### src/rtl/starfield_gen.sv
// starfield_gen
// Procedural starfield pixel source placed directly after the 480p timing
// generator. A 17-bit LFSR advances once per active pixel. A pixel becomes a
// greyscale star when the LFSR's upper byte reaches THRESH. During vertical
// blanking the LFSR is pre-advanced by a per-frame growing offset, so the
// field scrolls from one frame to the next. The synchros leave delay-matched
// to the pixel data: both outputs are registered two cycles after the input.
module starfield_gen #(
    parameter logic [16:0] SEED   = 17'h1ACE1,  // frame-start LFSR value, nonzero
    parameter logic [7:0]  THRESH = 8'hFF,      // star when lfsr[16:9] >= THRESH
    parameter logic [9:0]  SPEED  = 10'd1       // skip growth per frame
) (
    input  logic        CLK_i,
    input  logic        RST_N_i,
    input  logic [2:0]  VID_HVD_i,    // {HS, VS, DE}, active high
    output logic [2:0]  VID_HVD_o,    // VID_HVD_i delayed two cycles
    output logic [23:0] VID_RGB_o,    // {R,G,B}, aligned with VID_HVD_o
    output logic [1:0]  DBG_STATE_o   // current sequencer state
);

    typedef enum logic [1:0] {
        ST_WAIT_VS = 2'd0,  // no frame seen since reset: black output
        ST_SKIP    = 2'd1,  // vertical blanking: pre-advancing the LFSR
        ST_RUN     = 2'd2   // active video: one LFSR step per DE pixel
    } state_t;

    state_t      state;

    // Input pipeline. hvd_q is the stage where the pixel is evaluated.
    // hvd_qq sits beside the pixel register and feeds the synchro output.
    logic [2:0]  hvd_q;
    logic [2:0]  hvd_qq;

    logic [16:0] lfsr;
    logic [16:0] lfsr_next;
    logic [7:0]  frame_ctr;
    logic [9:0]  skip_base;
    logic [9:0]  skip_base_next;
    logic [9:0]  skip_ctr;

    logic        vs_rise;
    logic        de_q;
    logic        pix_live;
    logic        star;
    logic [7:0]  lum;
    logic [23:0] rgb_d;
    logic [23:0] rgb_q;

    // A frame starts on the VS rising edge, seen at the evaluation stage.
    assign vs_rise        = hvd_q[1] & ~hvd_qq[1];
    assign de_q           = hvd_q[0];
    assign skip_base_next = skip_base + SPEED;

    // LFSR successor. The all-zero state would lock up, so it moves to 1.
    always_comb begin
        lfsr_next = {lfsr[15:0], lfsr[16] ^ lfsr[13]};
        if (lfsr == 17'h0) begin
            lfsr_next = 17'h1;
        end
    end

    // Pixel value for the sample now at hvd_q. A DE pixel that arrives in SKIP
    // is taken as the first RUN pixel. A frame-start cycle is always black.
    always_comb begin
        pix_live = de_q & ~vs_rise & ((state == ST_RUN) | (state == ST_SKIP));
        star     = pix_live & (lfsr[16:9] >= THRESH);
        lum      = lfsr[7:0] + frame_ctr;
        rgb_d    = star ? {lum, lum, lum} : 24'h0;
    end

    // Synchro pipeline and pixel register. Both outputs come from flops.
    always_ff @(posedge CLK_i or negedge RST_N_i) begin
        if (!RST_N_i) begin
            hvd_q  <= 3'b000;
            hvd_qq <= 3'b000;
            rgb_q  <= 24'h0;
        end else begin
            hvd_q  <= VID_HVD_i;
            hvd_qq <= hvd_q;
            rgb_q  <= rgb_d;
        end
    end

    // Frame sequencer. It owns the LFSR, the frame counter and the skip
    // bookkeeping. A frame start overrides whatever the current state would do.
    always_ff @(posedge CLK_i or negedge RST_N_i) begin
        if (!RST_N_i) begin
            state     <= ST_WAIT_VS;
            lfsr      <= SEED;
            frame_ctr <= 8'h00;
            skip_base <= 10'd0;
            skip_ctr  <= 10'd0;
        end else if (vs_rise) begin
            lfsr      <= SEED;
            frame_ctr <= frame_ctr + 8'd1;
            skip_base <= skip_base_next;
            skip_ctr  <= skip_base_next;
            state     <= ST_SKIP;
        end else begin
            case (state)
                ST_WAIT_VS: begin
                    // Hold everything until a frame boundary is seen.
                end
                ST_SKIP: begin
                    if (de_q) begin
                        // Active video arrived early: drop the rest of the skip
                        // and step for this pixel as RUN would.
                        lfsr     <= lfsr_next;
                        skip_ctr <= 10'd0;
                        state    <= ST_RUN;
                    end else if (skip_ctr != 10'd0) begin
                        lfsr     <= lfsr_next;
                        skip_ctr <= skip_ctr - 10'd1;
                    end else begin
                        state    <= ST_RUN;
                    end
                end
                ST_RUN: begin
                    // Step only on active pixels. Horizontal blanking holds.
                    if (de_q) begin
                        lfsr <= lfsr_next;
                    end
                end
                default: begin
                    state <= ST_WAIT_VS;
                end
            endcase
        end
    end

    assign VID_HVD_o   = hvd_qq;
    assign VID_RGB_o   = rgb_q;
    assign DBG_STATE_o = state;

endmodule

### config.mk
export PLATFORM = sky130hd
export DESIGN_NAME = starfield_gen
export DESIGN_NICKNAME = d
export VERILOG_FILES = /design/src/rtl/starfield_gen.sv
export SDC_FILE = /design/constraint.sdc
export NUM_CORES = 1
export LEC_CHECK = 0
export BUFFER_PORTS_ARGS = -buffer_cell sky130_fd_sc_hd__buf_4
export CORE_ASPECT_RATIO = 0.6
export CORE_MARGIN = 4
export CORE_UTILIZATION = 60
export CTS_CLUSTER_SIZE = 8
export DETAILED_ROUTE_END_ITERATION = 7
export HOLD_SLACK_MARGIN = 0.02
export PLACE_DENSITY = 0.81
export SLEW_MARGIN = 20
export SYNTH_ARGS = -nofsm -noshare
export SYNTH_HDL_FRONTEND = slang
export SYNTH_SLANG_ARGS = --single-unit
### constraint.sdc
create_clock -name CLK_i -period 3.2 [get_ports CLK_i]
set_input_delay 0.32 -clock CLK_i [delete_from_list [all_inputs] [get_ports CLK_i]]
set_output_delay 0.32 -clock CLK_i [all_outputs]
set_load 0.05 [all_outputs]
[Word-level counts from Yosys, hierarchy flattened]
Index checks and enable logic that the tools add are counted.
Operators by class
  add/subtract/negate cells: 4
  $lt $le $gt $ge: 1
  eq/ne operators: 6
  muxes and demuxes: 15
  bitwise logic cells: 8
  reduce and logical (&&, ||, !) cells: 10
Operator list (number)
  $mux 17: 5
  $mux 10: 4
  $pmux 17 s2: 1
  $mux 24: 1
  $logic_not 17->1: 1
  $add 10x1->10 const B: 1
  $reduce_bool 10->1: 1
  $sub 10x1->10 const B: 1
  $add 8x1->8 const B: 1
  $add 8x8->8: 1
  $ge 8x8->1 const B: 1
  $mux 2: 3
  $reduce_bool 3->1: 2
  $and 1x1->1: 4
  $ne 4x3->1 const B: 1
  $ne 4x4->1 const B: 1
  $pmux 2 s2: 1
  $reduce_and 2->1: 2
  $ne 3x3->1 const B: 1
  $reduce_and 3->1: 1
  $eq 2x1->1 const B: 1
  $eq 2x2->1 const B: 1
  $logic_not 2->1: 1
  $ne 2x1->1 const B: 1
  other kinds (5): 6
Storage, ports and cells
  bits in registers: 77
  input port bits: 5
  output and inout port bits: 29
  logic and storage cells: 52

[Logic depth before layout (Yosys ltp)]
Gate-level depths: netlist of the first run.
  depth after elaboration: 7
  gate-level depth with buffers: 9
  depth with buffers taken out: 7

[Worst setup path after synthesis of the first run]
No wires, ideal clock.
  path kind: reg-to-reg
  from: register state[1] (netlist: DBG_STATE_o[1])
  to: register lfsr[14]
  library setup time: 0.132 ns
  arrival: 1.897 ns
  required time: 3.068 ns
  setup slack: 1.171 ns
  stages on the path, launching flop included: 9
  clock period less this slack: 2.029 ns
  path through: dfrtp_1 -> inv_1 -> ha_1 -> mux2_2 -> o31ai_4 -> buf_6 -> buf_12 -> mux2i_1 -> nor2_1
Between the ends
  word-level cells in the longest chain between the ends: 3
  elaborated cells on any way between the ends: 8
  those cells by class: 4 x eq/ne; 2 x mux; 2 x reduce/logical
RTL lines
  from (decl): RTL line 27  | state_t state;
  from (signal assigned): RTL line 88  | state <= ST_WAIT_VS;
  from (signal assigned): RTL line 98  | state <= ST_SKIP;
  from (signal assigned): RTL line 110  | state <= ST_RUN;
  $eq 2x1->1 or $eq 2x2->1 (tied branches): RTL line 100  | case (state)
  $ne 4x3->1 (no line), or another cell as far along
  $reduce_and 3->1 (no line) or $mux 17 (tied branches)
  to (signal assigned): RTL line 108  | lfsr <= lfsr_next;
  to (signal assigned): RTL line 112  | lfsr <= lfsr_next;
  to (signal assigned): RTL line 121  | lfsr <= lfsr_next;
  to (decl): RTL line 34  | logic [16:0] lfsr;
Parallel ways exist; a longest one is shown, timed or not.
A chain may end at the register's enable or synchronous reset.

[Worst setup path in the final report of the first run]
  from: register skip_ctr[0]
  to: register skip_ctr[3]
Between the ends
  word-level cells in the longest chain between the ends: 5
  elaborated cells on any way between the ends: 8
  those cells by class: 1 x add/sub; 4 x mux; 3 x reduce/logical
RTL lines
  from (decl): RTL line 39  | logic [9:0] skip_ctr;
  from (signal assigned): RTL line 97  | skip_ctr <= skip_base_next;
  from (signal assigned): RTL line 113  | skip_ctr <= skip_ctr - 10'd1;
  $sub 10x1->10: RTL line 113
  $mux 10: RTL line 111  | end else if (skip_ctr != 10'd0) begin
  $mux 10: RTL line 105  | if (de_q) begin
  $mux 10: RTL line 100
  $mux 10: RTL line 93  | end else if (vs_rise) begin
Parallel ways exist; a longest one is shown, timed or not. The select of a mux whose other input is x is not followed.

==> flow_summary.yaml, run 1 <==
worst_setup_path:
  worst-path-max-fanout: 19
  required_ns: 3.45
  crit_path_start_kind: "register"
  reg2reg_depth: 7
  worstReg2RegEnd: "skip_ctr[3]$_DFFE_PN0P_"
  ff2ff_setup_slack_ns: 1.05
  arrival_ns: 2.41
  worst-setup-path-type: "reg -> reg"
  timing.rr.start: "skip_ctr[0]$_DFFE_PN0P_"
  cp-end-kind: "register"
cts:
  cts_sinks: 61
  post-cts-setup-buffers: 0
  clk_latency_ns: 0.35
  cts_root_buf: "clkbuf_8"
  cts_buffer_depth: 2
  ctsResizeCount: 0
  cts_tree: "built"
  cts_made_buffers: 9
  htree_levels: 3
  clk_pin_slew_worst_paths_ns: 0.07
  cts_hold_buffers: 0
sta:
  fmax_ghz: 0.465
  period_minus_slack_ns: 2.15
  drv_slew: 0
  period_share_pct: 67.2
  hold_violations: 0
  slew_headroom_pct: 42.8
  finalClockSkew_ns: 0.00816
  finalWorstSetupSlack_ns: 1.05
  fin_tns_setup_ns: 0
  setup_violations: 0
  worstMarginPinSlew_ns: 0.855
  rsz0062_at_grt: "no"
layout:
  num_antenna_cells: 0
  nets: 351
  drive_gt1_share_pct: 20.5
  areaGrowthSynthToFinish_pct: 11.4
  fin_cells: 403
  final_cell_area_um2: 3600
  nFillCells: 403
  multi_input_area_um2: 1460
  register_area_um2: 1540
pwr:
  switchingPower_mw: 1.35
  intPower_mw: 2.04
  leakagePower_nw: 1.76
  p_comb_share_pct: 39.5
  sw_frac_of_total_pct: 39.8
  power_frac_seq_pct: 38.8
  clockPowerShare_pct: 21.8
  ir_drop_v: 0.000429
  powerDensity_nw_per_um2: 941
floorplanning:
  dieArea_um2: 6660
  fp.coreArea_um2: 5130
  die_h_um: 64.8
  start_util_pct: 63.0
  rows: 20
  ios: 34
  die_x_um: 103
placement:
  portBuffers: 33
  dpl-instance-area_um2: 3380
  place_inst: 387
  hpwl_um: 4470
  gp_congestion: 0.879
  pre_cts_slack_ns: 1.07
outcome:
  status: "finished, final reports clean"
flow_run:
  drv_cap: 0
grt:
  grt.total_usage_pct: 21.9
  grt_max_degree: 62
  antenna_found_initial: 0
  overflow: 0
  grt_pass1_vias: 2266
  grt_pass1_wl_um: 11100
detailed_routing:
  drt-total-wl_um: 6450
  vias: 2290
  drtAntennaViolNets: 0
  drt-wirelength-per-cell_um: 16.0
  drc: 0
  drtPass1Iterations: 5
  dr.first_iter.drc_count: 171
  viasPerCell: 5.68
logic_synthesis:
  syn_inst: 312
  synthTopCellsByCount: "dfrtp_1 (52), nor2_1 (34), nand2_1 (26)"
  synth_area_um2: 3230
  yosys_warnings: 0
  synth_area_leader_cell: "dfrtp_1"
  synth_flop_cell: "dfrtp_1"
  seq_area_frac_synth_pct: 47.6
  synth.area.top_cells: "dfrtp_1 (40%), dfstp_2 (7.3%), ha_1 (5.0%)"
  syn-num-nets: 331
  synth_top_area_share_pct: 40.3
  yosysMostFrequentCell: "dfrtp_1"
  synth-edff-count: 0
  ys_ff_latch: 61
  syn_avg_cell_area_um2: 10.4
  ys_async_sr_fraction_pct: 100
  yosys.cell_types.count: 43
hold_path:
  hp-class: "in -> async"
-- sequential cells by signal (all words and copies together), names as in the netlist --
name,cells
lfsr,17
skip_base,10
skip_ctr,10
VID_RGB_o,8
frame_ctr,8
VID_HVD_o,3
hvd_q,3
DBG_STATE_o,2
-- power groups by stage --
stage,Combinational [mW],Clock (mW),Sequential [mW]
after global routing,1.50,0.788,1.35
final,1.34,0.737,1.31
after CTS,1.33,0.745,1.30
after detailed placement,1.32,0,1.32
after floorplan,1.12,0,1.28
after global placement,1.26,0,1.31
-- kinds of logic after synthesis --
logic type | after synthesis | synth area share, %
adders and majority gates | 14 | 5.66
buffers and inverters | 36 | 7.25
xor gates and xnor gates | 30 | 8.14
DFF | 61 | 47.6
and+or+nand+nor | 100 | 14.5
AOI/OAI and AO/OA | 54 | 11.5
muxes | 17 | 5.31
-- through the flow --
step / utilization, % / hold WS (ns) / power [mW]
5_1_grt: 70.1 / 0.0634 / 3.64
2_1_floorplan: - / 0.0244 / 2.40
3_3_place_gp: 66.0 / 0.334 / 2.57
6_report: 70.1 / 0.0432 / 3.39
4_1_cts: 70.1 / 0.0717 / 3.38
3_5_place_dp: 66.0 / 0.343 / 2.63
-- layout make-up --
class / count / share of cell area (%)
tap: 66 / 2.29
multi-input combinational: 215 / 40.6
inverter: 9 / 0.939
clock buffer: 9 / 3.44
timing repair buffer: 36 / 7.51
sequential: 61 / 42.7
clock inverter: 7 / 2.50
-- worst max-delay path by stage --
stage	startpoint	endpoint	depth (start not counted)	slack (ns)
finish	skip_ctr[0]$_DFFE_PN0P_	skip_ctr[3]$_DFFE_PN0P_	7	1.05
global route	skip_ctr[0]$_DFFE_PN0P_	skip_ctr[6]$_DFFE_PN0P_	7	0.84
CTS	skip_ctr[0]$_DFFE_PN0P_	skip_ctr[3]$_DFFE_PN0P_	7	1.06
detailed placement	skip_ctr[0]$_DFFE_PN0P_	skip_ctr[8]$_DFFE_PN0P_	6	1.07
global placement	frame_ctr[0]$_DFFE_PN0P_	VID_RGB_o[22]$_DFF_PN0_	7	1.18
floorplan	DBG_STATE_o[1]$_DFFE_PN0P_	lfsr[14]$_DFFE_PN0P_	8	1.17
-- placed cells by master, fill, tap and decap left out, types with 2 or more instances in the layout --
| master | count |
|---|---|
| inv_1 | 9 |
| nand2_1 | 26 |
| ha_1 | 13 |
| bufinv_16 | 2 |
| o221ai_1 | 2 |
| o22ai_1 | 3 |
| o21a_1 | 3 |
| a21o_1 | 3 |
| mux2i_1 | 16 |
| nor4_1 | 6 |
| nor2_1 | 34 |
| clkinv_2 | 3 |
| a32oi_1 | 2 |
| and3_1 | 2 |
| xor2_1 | 16 |
| nand3_1 | 5 |
| a211oi_1 | 5 |
| buf_4 | 36 |
| o21ai_0 | 15 |
| a21oi_1 | 13 |
| or3_1 | 2 |
| nand4_1 | 6 |
| o21bai_1 | 2 |
| nand2b_1 | 2 |
| dfrtp_1 | 52 |
| dfstp_2 | 9 |
| xnor2_1 | 14 |
| nor3_1 | 11 |
| clkinvlp_4 | 2 |
| clkbuf_8 | 9 |
-- worst max-delay path: stages (launching register included) --
cell     delay (ns)
dfrtp_1        0.39
inv_1          0.10
ha_1           0.18
and2b_1        0.25
nand3_4        0.16
o32ai_4        0.66
o21ai_0        0.20
o21ai_0        0.12
-- routing by layer --
metal  GRT usage, %  vias to the layer above  part of all wire [%]
met1           33.8                     1093                    51
met4           6.71                        0                   1.3
met5              0                        -                     0
met3           8.39                       13                   6.8
met2           28.0                       70                    41
li1               -                     1114                     -
(Power assumes the default switching activity.)
==> run 2: changes to the inputs <==
--- a/config.mk
+++ b/config.mk
@@ -8,11 +8,11 @@
 export BUFFER_PORTS_ARGS = -buffer_cell sky130_fd_sc_hd__buf_4
 export CORE_ASPECT_RATIO = 0.6
 export CORE_MARGIN = 4
-export CORE_UTILIZATION = 60
+export CORE_UTILIZATION = 53
 export CTS_CLUSTER_SIZE = 8
 export DETAILED_ROUTE_END_ITERATION = 7
 export HOLD_SLACK_MARGIN = 0.02
-export PLACE_DENSITY = 0.81
+export PLACE_DENSITY = 0.76
 export SLEW_MARGIN = 20
 export SYNTH_ARGS = -nofsm -noshare
 export SYNTH_HDL_FRONTEND = slang
==> constraint.sdc (replaced) <==
create_clock -name CLK_i -period 1.73 [get_ports CLK_i]
set_input_delay 0.173 -clock CLK_i [delete_from_list [all_inputs] [get_ports CLK_i]]
set_output_delay 0.173 -clock CLK_i [all_outputs]
set_load 0.05 [all_outputs]
==> run 2 against run 1 <==
Compared with the run above: largest power group unchanged; largest cell class is now multi-input gates; flip-flop and latch count unchanged; first-iteration DRC count down 17%; the flow now finishes with violations (setup timing); worst setup slack got worse by 1.2 ns; highest routed layer unchanged.
==> flow_summary.yaml, run 2 (synthesis results as in run 1) <==
outcome:
  status: "finished, violations left"
  violations: "setup timing"
layout:
  multi_input_area_um2: 1630
  largest_reg_flops: 17
  nets: 402
  nFillCells: 393
  final_cell_area_um2: 4330
  drive_gt1_share_pct: 39.4
  areaGrowthSynthToFinish_pct: 34.1
  num_antenna_cells: 0
  layout_common_cells: "buf_4 (72), dfrtp_1 (48), nor2_1 (34), nand2_1 (26), xor2_1 (16)"
  register_area_um2: 1540
  top_regs: "lfsr x17, skip_base x10, skip_ctr x10"
  final_core_util_pct: 75.6
  top_register: "lfsr"
  final_common_cell: "buf_4"
floorplanning:
  rows: 21
  start_util_pct: 56.4
  ios: 34
  dieArea_um2: 7450
  die_x_um: 109
  fp.coreArea_um2: 5730
  die_h_um: 68.5
worst_setup_path:
  timing.rr.start: "skip_ctr[1]$_DFFE_PN0P_"
  cp.buffers_inverters: 3
  ff2ff_setup_slack_ns: -0.16
  crit_chain: "inv_2 > ha_4 > and2b_2 > nand3_4 > o32ai_4 > buf_12 > buf_12 > a21oi_2 > o22ai_2"
  worstReg2RegEnd: "skip_ctr[7]$_DFFE_PN0P_"
  critical_path.top_delay_family: "compound AO/OA/AOI/OAI gates"
  arrival_ns: 2.14
  critPathSlowestCell: "dfrtp_1"
  worst-path-max-fanout: 5
  crit_top_cell: "buf_12"
  worst-setup-path-type: "reg -> reg"
  cp-end-kind: "register"
  reg2reg_depth: 9
  required_ns: 1.99
  crit_path_start_kind: "register"
  cp_slowest_stage_delay_ns: 0.40
sta:
  fin_tns_setup_ns: -1.91
  setup_violations: 27
  finalClockSkew_ns: 0.00902
  period_minus_slack_ns: 1.89
  finalWorstSetupSlack_ns: -0.155
  rsz0062_at_grt: "yes"
  slew_headroom_pct: 66.9
  drv_slew: 0
  period_share_pct: 109
  fmax_ghz: 0.530
  hold_violations: 0
  worstMarginPinSlew_ns: 0.494
placement:
  hpwl_um: 5140
  dpl-instance-area_um2: 3740
  portBuffers: 33
  gp_congestion: 0.809
detailed_routing:
  vias: 2594
  drtPass1Iterations: 5
  drc: 0
  viasPerCell: 5.54
  drt-wirelength-per-cell_um: 17.2
  drtAntennaViolNets: 0
  drt-total-wl_um: 8060
  dr.first_iter.drc_count: 142
cts:
  cts_made_buffers: 9
  cts_root_buf: "clkbuf_8"
  cts_sinks: 61
  htree_levels: 3
  cts_tree: "built"
  cts_buffer_depth: 2
  clk_latency_ns: 0.35
  clk_pin_slew_worst_paths_ns: 0.07
hold_path:
  hp-class: "in -> async"
pwr:
  total_power_mw: 8.05
  powerDensity_nw_per_um2: 1860
  ir_drop_v: 0.000918
  leakagePower_nw: 2.09
grt:
  grt.total_usage_pct: 22.0
  antenna_found_initial: 0
  grt_pass1_wl_um: 12100
  grt_pass1_vias: 2465
  overflow: 0
  grt_max_degree: 35
flow_run:
  drv_cap: 0
==> run 2: timing repair <==
item / 4_1_cts / 5_1_grt
setup endpoints to repair: 20 / 33
gates resized for setup: 6 / 35
gates cloned: 1 / 3
endpoints found under the hold margin: 22 / 0
buffers inserted: 7 / 4
pin swaps: 0 / 7
hold buffers: 4 / 0
==> run 2: worst max-delay path by stage <==
stage                                          start                      end  slack, ns  depth (start not counted)
after floorplan           DBG_STATE_o[1]$_DFFE_PN0P_     lfsr[14]$_DFFE_PN0P_      -0.08                          8
after global placement    DBG_STATE_o[0]$_DFFE_PN0P_  VID_RGB_o[19]$_DFF_PN0_      -0.02                          6
after detailed placement     skip_ctr[1]$_DFFE_PN0P_  skip_ctr[7]$_DFFE_PN0P_      -0.08                          8
after CTS                    skip_ctr[1]$_DFFE_PN0P_      lfsr[9]$_DFFE_PN0P_      -0.04                          9
after global routing         skip_ctr[1]$_DFFE_PN0P_      lfsr[4]$_DFFE_PN0P_      -0.22                          9
final                        skip_ctr[1]$_DFFE_PN0P_  skip_ctr[7]$_DFFE_PN0P_      -0.16                          9
==> run 2: where the power goes <==
part | internal [mW] | switching, mW | leakage [nW]
logic | 2.19 | 2.08 | 1.21
registers | 1.93 | 0.449 | 0.766
clock network | 0.843 | 0.559 | 0.113
total | 4.96 | 3.09 | 2.09
==> run 2: metal layers <==
metal / share of wire, % / GRT usage [%]
met2: 45 / 33.5
met1: 46 / 29.6
met5: 0 / 0
met3: 8.0 / 8.67
met4: 1.1 / 5.51
==> run 2: per-stage QoR <==
step | worst slack [ns] | hold slack (ns) | cells
after floorplan | -0.0786 | -0.123 | 312
after global placement | -0.0183 | 0.115 | 433
after detailed placement | -0.0838 | 0.116 | 433
after CTS | -0.0388 | 0.277 | 461
after global routing | -0.224 | 0.318 | 468
final | -0.155 | 0.275 | 468
==> run 2: layout make-up <==
type                    count  area share [%]
clock buffers              11            3.26
clock inverters             5            1.73
inverters                   9           0.780
multi-input cells         215            37.6
flip-flops and latches     61            35.6
well taps                  80            2.31
repair buffers             87            18.7
==> run 2: worst reg2reg max path: cells and delay by family (launching register included) <==
| kind | cells | cell delay (ns) |
|---|---|---|
| adders and majority gates | 1 | 0.14 |
| buffers and inverters | 3 | 0.37 |
| and+or+nand+nor | 2 | 0.32 |
| AOI/OAI and AO/OA | 3 | 0.57 |
| DFF | 1 | 0.40 |
==> run 3: changes to the inputs <==
--- a/config.mk
+++ b/config.mk
@@ -5,6 +5,7 @@
 export SDC_FILE = /design/constraint.sdc
 export NUM_CORES = 1
 export LEC_CHECK = 0
+export ABC_AREA = 1
 export BUFFER_PORTS_ARGS = -buffer_cell sky130_fd_sc_hd__buf_4
 export CORE_ASPECT_RATIO = 0.6
 export CORE_MARGIN = 4
==> run 3 against run 2 <==
Compared with the run above: wire length shrank 8.1%; cell count grew 15%; sequential power is essentially flat; first-iteration DRC count grew 7.0%; die area grew 3.4%; worst setup slack gained 0.24 ns; sequential share of layout area grew 3.3 points; count of clock-buffer cells in the layout is the same; the flow now finishes without violations; critical endpoint is now VID_RGB_o[20]$_DFF_PN0_; non-clock buffer count shrank 33; combinational power shrank 40%; critical path depth shrank 2; largest power group unchanged; core utilization shrank 11 points.
==> flow_summary.yaml, run 3 <==
logic_synthesis:
  syn-num-nets: 428
  syn_avg_cell_area_um2: 8.20
  seq_area_frac_synth_pct: 45.9
  ys_async_sr_fraction_pct: 100
  yosys_warnings: 0
  synth_flop_cell: "dfrtp_1"
  synth.area.top_cells: "dfrtp_1 (39%), nand2_1 (12%), dfstp_2 (7.1%)"
  synth_top_area_share_pct: 38.8
  ys_ff_latch: 61
  synth-edff-count: 0
  syn_inst: 409
  synth_area_um2: 3350
  synth_area_leader_cell: "dfrtp_1"
  yosysMostFrequentCell: "nand2_1"
  yosys.cell_types.count: 33
  synthTopCellsByCount: "nand2_1 (107), dfrtp_1 (52), nor2_1 (44)"
layout:
  largest_reg_flops: 17
  register_area_um2: 1540
  nets: 468
  final_common_cell: "nand2_1"
  layout_common_cells: "nand2_1 (105), dfrtp_1 (50), buf_4 (48), nor2_1 (44), inv_1 (36)"
  top_register: "lfsr"
  multi_input_area_um2: 1500
  areaGrowthSynthToFinish_pct: 18.0
  num_antenna_cells: 0
  final_cell_area_um2: 3950
  drive_gt1_share_pct: 21.6
  top_regs: "lfsr x17, skip_base x10, skip_ctr x10"
  nFillCells: 514
  fin_cells: 538
  final_core_util_pct: 64.7
worst_setup_path:
  worst-path-max-fanout: 3
  crit_path_start_kind: "register"
  arrival_ns: 1.89
  startpoint: "frame_ctr[0]$_DFFE_PN0P_"
  worstReg2RegEnd: "VID_RGB_o[20]$_DFF_PN0_"
  worst-setup-path-type: "reg -> reg"
  endpoint: "VID_RGB_o[20]$_DFF_PN0_"
  ff2ff_setup_slack_ns: 0.09
  reg2reg_depth: 7
  timing.rr.start: "frame_ctr[0]$_DFFE_PN0P_"
  required_ns: 1.97
  cp-end-kind: "register"
placement:
  dpl-instance-area_um2: 3630
  portBuffers: 33
  pre_cts_slack_ns: 0.0586
  gp_congestion: 0.856
  place_inst: 513
  hpwl_um: 5300
detailed_routing:
  drtPass1Iterations: 5
  drt-total-wl_um: 7410
  vias: 2763
  viasPerCell: 5.14
  drc: 0
  drt-wirelength-per-cell_um: 13.8
  dr.first_iter.drc_count: 152
  drtAntennaViolNets: 0
grt:
  grt_max_degree: 28
  grt_pass1_wl_um: 12700
  grt.total_usage_pct: 20.8
  antenna_found_initial: 0
  overflow: 0
  grt_pass1_vias: 2609
pwr:
  powerDensity_nw_per_um2: 1620
  leakagePower_nw: 2.01
  total_power_mw: 6.42
  ir_drop_v: 0.000859
sta:
  setup_violations: 0
  rsz0062_at_grt: "yes"
  fmax_ghz: 0.608
  period_share_pct: 95.0
  hold_violations: 0
  drv_slew: 0
  holdWs_ns: 0.270
  finalWorstSetupSlack_ns: 0.0861
  slew_headroom_pct: 69.5
  fin_tns_setup_ns: 0
  finalClockSkew_ns: 0.0147
  period_minus_slack_ns: 1.64
  worstMarginPinSlew_ns: 0.453
floorplanning:
  die_h_um: 69.6
  start_util_pct: 54.9
  fp.coreArea_um2: 6110
  ios: 34
  die_x_um: 111
  rows: 22
  dieArea_um2: 7700
cts:
  cts_tree: "built"
  cts_root_buf: "clkbuf_8"
  htree_levels: 3
  clk_latency_ns: 0.36
  clk_pin_slew_worst_paths_ns: 0.07
  cts_sinks: 61
  cts_made_buffers: 9
  cts_buffer_depth: 2
hold_path:
  hp-class: "in -> async"
outcome:
  status: "finished, final reports clean"
flow_run:
  drv_cap: 0
==> run 3: worst min-delay path by stage <==
stage | startpoint | to | slack [ns]
2_1_floorplan | RST_N_i | DBG_STATE_o[0]$_DFFE_PN0P_ | -0.12
3_3_place_gp | RST_N_i | hvd_q[2]$_DFF_PN0_ | 0.11
3_5_place_dp | RST_N_i | VID_HVD_o[2]$_DFF_PN0_ | 0.11
4_1_cts | RST_N_i | VID_HVD_o[2]$_DFF_PN0_ | 0.27
5_1_grt | RST_N_i | lfsr[12]$_DFFE_PN0P_ | 0.30
6_report | RST_N_i | lfsr[12]$_DFFE_PN0P_ | 0.27
==> run 3: cell type report <==
class                           instances  area share (%)
Tap cell                               84            2.66
Inverter                               39            3.70
Clock inverter                          5            2.12
Clock buffer                           11            3.58
Multi-Input combinational cell        284            37.8
Sequential cell                        61            39.0
Timing Repair Buffer                   54            11.1
==> run 3: power breakdown <==
| group | total [mW] | leakage, nW | switching [mW] | internal, mW |
|---|---|---|---|---|
| registers | 2.40 | 0.773 | 0.484 | 1.92 |
| clock network | 1.44 | 0.106 | 0.592 | 0.853 |
| logic | 2.58 | 1.13 | 1.54 | 1.04 |
==> run 3: critical path, cell delays in order, from the launching register on <==
cell and delay (ns):
dfrtp_1 0.41, ha_1 0.23, fa_2 0.39, nand2_1 0.10, nand2_1 0.07, a21oi_2 0.13
xor2_1 0.15, nor2_1 0.05
==> run 3: timing repair <==
item | 4_1_cts | 5_1_grt
hold buffers | 4 | 0
setup buffers | 0 | 5
endpoints found under the hold margin | 26 | 0
resized for setup | 0 | 10
setup endpoints to repair | 0 | 26
==> run 3: kinds of logic (layout without fill, tap and decap cells) <==
| family | Yosys count | after routing | synth area share (%) |
|---|---|---|---|
| simple gates | 199 | 199 | 25.6 |
| flops | 61 | 61 | 45.9 |
| fa+ha+maj | 14 | 14 | 5.45 |
| buf+inv | 64 | 109 | 10.0 |
| xor+xnor | 15 | 15 | 3.92 |
| compound gates | 56 | 56 | 9.11 |
==> run 3: per-layer routing <==
layer | track usage, % | share of wire [%] | vias to the layer above
met4 | 6.15 | 1.0 | 0
met3 | 7.32 | 6.8 | 11
met1 | 30.5 | 51 | 1279
met2 | 28.8 | 42 | 93
li1 | - | - | 1380
met5 | 0 | 0 | -
